===== config.mk =====
export PLATFORM = sky130hd
export DESIGN_NAME = bip_addsub_pipe
export DESIGN_NICKNAME = d
export VERILOG_FILES = /design/src/rtl/bip_addsub_pipe.sv
export SDC_FILE = /design/constraint.sdc
export NUM_CORES = 1
export LEC_CHECK = 0
export BUFFER_PORTS_ARGS = -buffer_cell sky130_fd_sc_hd__buf_2
export CAP_MARGIN = 10
export CORE_ASPECT_RATIO = 0.6
export CORE_UTILIZATION = 30
export DETAILED_ROUTE_END_ITERATION = 8
export GPL_TIMING_DRIVEN = 1
export PLACE_DENSITY_LB_ADDON = 0.1
export SYNTH_ARGS = -nofsm -noshare
export SYNTH_HDL_FRONTEND = slang
export SYNTH_SLANG_ARGS = --single-unit

===== constraint.sdc =====
create_clock -name clk -period 2.9 [get_ports clk]
set_clock_uncertainty 0.2 [all_clocks]
set_input_delay 0.29 -clock clk [delete_from_list [all_inputs] [get_ports clk]]
set_output_delay 0.29 -clock clk [all_outputs]
set_load 0.01 [all_outputs]

===== src/rtl/bip_addsub_pipe.sv =====
// bip_addsub_pipe: pipelined signed add/subtract unit with an accumulator.
// Stage 1 does all arithmetic (sum, carry, overflow, saturation) and updates
// the accumulator; later stages only delay {valid, z, carry, ovf}. A single
// global enable stalls every stage while the output is held by the consumer.
module bip_addsub_pipe #(
    parameter int WIDTH    = 11,
    parameter int STAGES   = 2,
    parameter bit SATURATE = 1'b0
) (
    input  logic             clk,
    input  logic             rst_n,
    input  logic             in_valid,
    output logic             in_ready,
    input  logic [1:0]       op,
    input  logic [WIDTH-1:0] a,
    input  logic [WIDTH-1:0] b,
    input  logic             acc_clr,
    output logic             out_valid,
    input  logic             out_ready,
    output logic [WIDTH-1:0] z,
    output logic             carry,
    output logic             ovf,
    output logic             zero,
    output logic [WIDTH-1:0] acc_out
);

    localparam logic [1:0] OP_ADD      = 2'b00;
    localparam logic [1:0] OP_SUB      = 2'b01;
    localparam logic [1:0] OP_ACC_ADD  = 2'b10;
    localparam logic [1:0] OP_ACC_LOAD = 2'b11;

    localparam logic [WIDTH-1:0] C_MAX = {1'b0, {(WIDTH-1){1'b1}}};
    localparam logic [WIDTH-1:0] C_MIN = {1'b1, {(WIDTH-1){1'b0}}};

    logic             w_en;
    logic             w_accept;
    logic [WIDTH-1:0] w_acc_eff;
    logic [WIDTH-1:0] w_x;
    logic [WIDTH-1:0] w_y;
    logic             w_cin;
    logic [WIDTH:0]   w_sum;
    logic             w_carry;
    logic             w_ovf;
    logic [WIDTH-1:0] w_res;

    logic [WIDTH-1:0] r_acc;
    logic             r_vld   [STAGES];
    logic [WIDTH-1:0] r_z     [STAGES];
    logic             r_carry [STAGES];
    logic             r_ovf   [STAGES];

    assign w_en      = !r_vld[STAGES-1] || out_ready;
    assign in_ready  = w_en;
    assign w_accept  = in_valid && w_en;

    assign out_valid = r_vld[STAGES-1];
    assign z         = r_z[STAGES-1];
    assign carry     = r_carry[STAGES-1];
    assign ovf       = r_ovf[STAGES-1];
    assign zero      = (r_z[STAGES-1] == '0);
    assign acc_out   = r_acc;

    // Stage-1 arithmetic: pick effective operands, form the WIDTH+1 sum,
    // then derive carry/overflow and the (optionally clamped) result.
    // A same-cycle acc_clr makes accumulator ops see zero.
    always_comb begin
        w_acc_eff = acc_clr ? '0 : r_acc;
        w_x       = a;
        w_y       = b;
        w_cin     = 1'b0;
        case (op)
            OP_SUB: begin
                w_y   = ~b;
                w_cin = 1'b1;
            end
            OP_ACC_ADD: begin
                w_x = w_acc_eff;
                w_y = a;
            end
            default: ;
        endcase
        w_sum = {1'b0, w_x} + {1'b0, w_y} + {{WIDTH{1'b0}}, w_cin};
        if (op == OP_ACC_LOAD) begin
            w_carry = 1'b0;
            w_ovf   = 1'b0;
            w_res   = a;
        end else begin
            w_carry = w_sum[WIDTH];
            w_ovf   = (w_x[WIDTH-1] == w_y[WIDTH-1]) && (w_sum[WIDTH-1] != w_x[WIDTH-1]);
            w_res   = w_sum[WIDTH-1:0];
            // On overflow the true result has the sign of the (equal-signed) operands.
            if (SATURATE && w_ovf) begin
                w_res = w_x[WIDTH-1] ? C_MIN : C_MAX;
            end
        end
    end

    // Accumulator: accepted acc ops write the new value; otherwise acc_clr zeroes it,
    // even while the pipeline is stalled.
    always_ff @(posedge clk or negedge rst_n) begin
        if (!rst_n) begin
            r_acc <= '0;
        end else if (w_accept && op[1]) begin
            r_acc <= w_res;
        end else if (acc_clr) begin
            r_acc <= '0;
        end
    end

    // Pipeline registers: stage 0 captures the result, later stages delay it;
    // everything holds when the output is stalled.
    always_ff @(posedge clk or negedge rst_n) begin
        if (!rst_n) begin
            for (int i = 0; i < STAGES; i++) begin
                r_vld[i]   <= 1'b0;
                r_z[i]     <= '0;
                r_carry[i] <= 1'b0;
                r_ovf[i]   <= 1'b0;
            end
        end else if (w_en) begin
            r_vld[0] <= w_accept;
            if (w_accept) begin
                r_z[0]     <= w_res;
                r_carry[0] <= w_carry;
                r_ovf[0]   <= w_ovf;
            end
            for (int i = 1; i < STAGES; i++) begin
                r_vld[i]   <= r_vld[i-1];
                r_z[i]     <= r_z[i-1];
                r_carry[i] <= r_carry[i-1];
                r_ovf[i]   <= r_ovf[i-1];
            end
        end
    end

endmodule


==> results.json <==
{
  "syn_avg_cell_area_um2": 9.21,
  "place_area_um2": 3290,
  "fin_util": 0.425,
  "grt_pass1_vias": 2292,
  "syn_inst": 286,
  "grt_pass1_wl_um": 12700,
  "cts_buffers": 5,
  "status": "complete, but fails checks",
  "route.detailed.drc": 1,
  "ioPinCount": 56,
  "hp-class": "in2reg",
  "setup_ws_ps": 28.2,
  "worstSetupPathType": "in2reg",
  "dpl.hpwl_um": 5890,
  "cp.arrival_ps": 2880,
  "antenna_cells": 0,
  "grtUsageTotal": 0.189,
  "via_count": 2351,
  "yosys.area.top_type": "dfrtp_1",
  "ant_nets": 0,
  "layout_commonest_cell": "buf_2",
  "final_cell_mix": "buf_2 (53), buf_4 (45), dfrtp_1 (39)",
  "worst_pin_slew_ps": 918,
  "yosysSeqAreaShare": 0.370,
  "dr.first_iter.drc_count": 128,
  "antenna_found_initial": 0,
  "viasPerCell": 4.88,
  "p_per_area_nw_per_um2": 641,
  "fin_nets": 413,
  "period_minus_slack_ps": 2870,
  "drive_gt1_frac": 0.405,
  "synth_cell_types": 45,
  "die_area_um2": 9170,
  "clk_pin_slew_ps": 60,
  "yosysWarnings": 0,
  "first_pass_iters": 6,
  "gr-total-overflow": 0,
  "fillers": 868,
  "core_area_um2": 8520,
  "fp-row-count": 26,
  "period_share": 0.990,
  "slew_headroom": 0.388,
  "clk_latency_ps": 290,
  "synthTopCellsByArea": "dfrtp_1 (37%), mux2_2 (9.0%), ha_1 (6.2%)",
  "worstSetupStartpointType": "input port",
  "final-setup-viol-count": 0,
  "clock-root-buffer": "clkbuf_16",
  "port_buffers": 55,
  "ir_drop_mv": 0.335,
  "drv_cap": 0,
  "p_leak_nw": 1.76,
  "design_area_um2": 3620,
  "routabilityCongestion": 0.814,
  "wire_per_inst_um": 16.0,
  "slew_viol_final": 0,
  "synth_nets": 330,
  "initial_core_util": 0.309,
  "dpl_worst_slack_ps": -289,
  "clockBufferDepth": 2,
  "htreeDepth": 2,
  "die_h_um": 74.6,
  "cts_tree": "built",
  "p_total_mw": 2.32,
  "path_max_fanout": 6,
  "drt-total-wl_um": 7730,
  "hold_viol_final": 0,
  "rsz0062_at_grt": "true",
  "yosysTopAreaCellShare": 0.370,
  "worst_setup_path_end_kind": "flip-flop",
  "violations": "design-rule violations",
  "syn_area_um2": 2640,
  "cp_data_required_time_ps": 2900,
  "clock_sinks": 39,
  "die_x_um": 123,
  "timing.fmax_mhz": 348,
  "synth_seq_cells": 39,
  "grt_max_degree": 40,
  "area_growth_pct": 37.4
}
==> cell usage after synthesis (all sizes together) <==
cell and count:
dfrtp 39, nand2 26, o21ai 26, a21oi 21, mux2 21, inv 18
buf 16, ha 13, clkbuf 12, nor2b 12, a221oi 10, nor2 9
and3 6, mux2i 6, a31oi 5, o31a 5, nand3b 4, xnor2 4
nor3 3, nor4 3, a21o 2, a221o 2, fa 2, nand2b 2
nand3 2, o2111ai 2, o21a 2, a211oi 1, a21boi 1, a311o 1
and2 1, and2b 1, and3b 1, clkinv 1, o211a 1, o31ai 1
o41ai 1, or3 1, or3b 1, xor2 1
==> power breakdown <==
| group | switching [mW] | internal, mW | total, mW |
|---|---|---|---|
| registers | 0.0889 | 0.682 | 0.771 |
| logic | 0.414 | 0.413 | 0.827 |
| clock network | 0.227 | 0.494 | 0.721 |
| total | 0.730 | 1.59 | 2.32 |
==> routing by layer <==
metal	GRT usage	wire length (um)	up-vias
met2	0.253	2980	53
li1	-	-	1179
met1	0.299	4250	1111
met5	0	0	-
met3	0.0399	426	8
met4	0.0442	70	0
==> final timing paths <==
| path | cells after the start | endpoint | start | slack [ps] |
|---|---|---|---|---|
| setup / recovery | 13 | acc_out[8] | op[0] | 30 |
| hold / removal | 4 | acc_out[0] | acc_clr | 110 |
| setup reg to reg | 10 | acc_out[8] | acc_out[0] | 50 |
| hold reg to reg | 2 | out_valid | r_vld[1] | 240 |
| max in group asynchronous | 2 | r_z[18] | rst_n | 1450 |
| min in group asynchronous | 2 | acc_out[5] | rst_n | 470 |
==> cell families after synthesis <==
kind of cell,count (synthesis),synth area share
mux,27,0.113
buf+inv,47,0.0845
simple gates,72,0.142
fa+ha+maj,15,0.0769
xor+xnor,5,0.0166
compound gates,81,0.197
flops,39,0.370
==> sequential cells by signal, indices dropped and copies added, names as in the netlist <==
| signal | count |
|---|---|
| acc_out | 11 |
| r_z | 11 |
| z | 11 |
| carry | 1 |
| out_valid | 1 |
| ovf | 1 |
| r_carry | 1 |
| r_ovf | 1 |
| r_vld | 1 |
==> stage by stage <==
stage	hold slack, ps	TNS (ps)	instances
2_1_floorplan	-206	-439	286
3_3_place_gp	229	-3220	467
3_5_place_dp	226	-3570	467
4_1_cts	90.8	0	476
5_1_grt	129	-422	482
6_report	106	0	482
==> worst max-delay path, stage by stage <==
cell	delay (ps)
buf_8	110
inv_12	30
ha_4	170
buf_4	140
mux2i_2	150
fa_2	390
fa_2	370
and2b_1	230
o2111ai_2	150
a21oi_2	200
nor3_1	60
or3b_1	390
a31oi_1	200
==> layout make-up <==
| type | instances | area (um2) | area share |
|---|---|---|---|
| Clock buffer | 6 | 129 | 0.0356 |
| Clock inverter | 2 | 60.1 | 0.0166 |
| Inverter | 19 | 88.8 | 0.0245 |
| Multi-Input combinational cell | 200 | 1520 | 0.419 |
| Sequential cell | 39 | 976 | 0.270 |
| Tap cell | 112 | 140 | 0.0387 |
| Timing Repair Buffer | 104 | 708 | 0.196 |
==> what timing repair did <==
action	CTS	global route
setup endpoints to repair	1	13
pin swaps	3	13
hold endpoints to repair	39	0
hold buffers	1	0
buffers inserted	0	6
resized for setup	1	21
(Power assumes the default switching activity.)
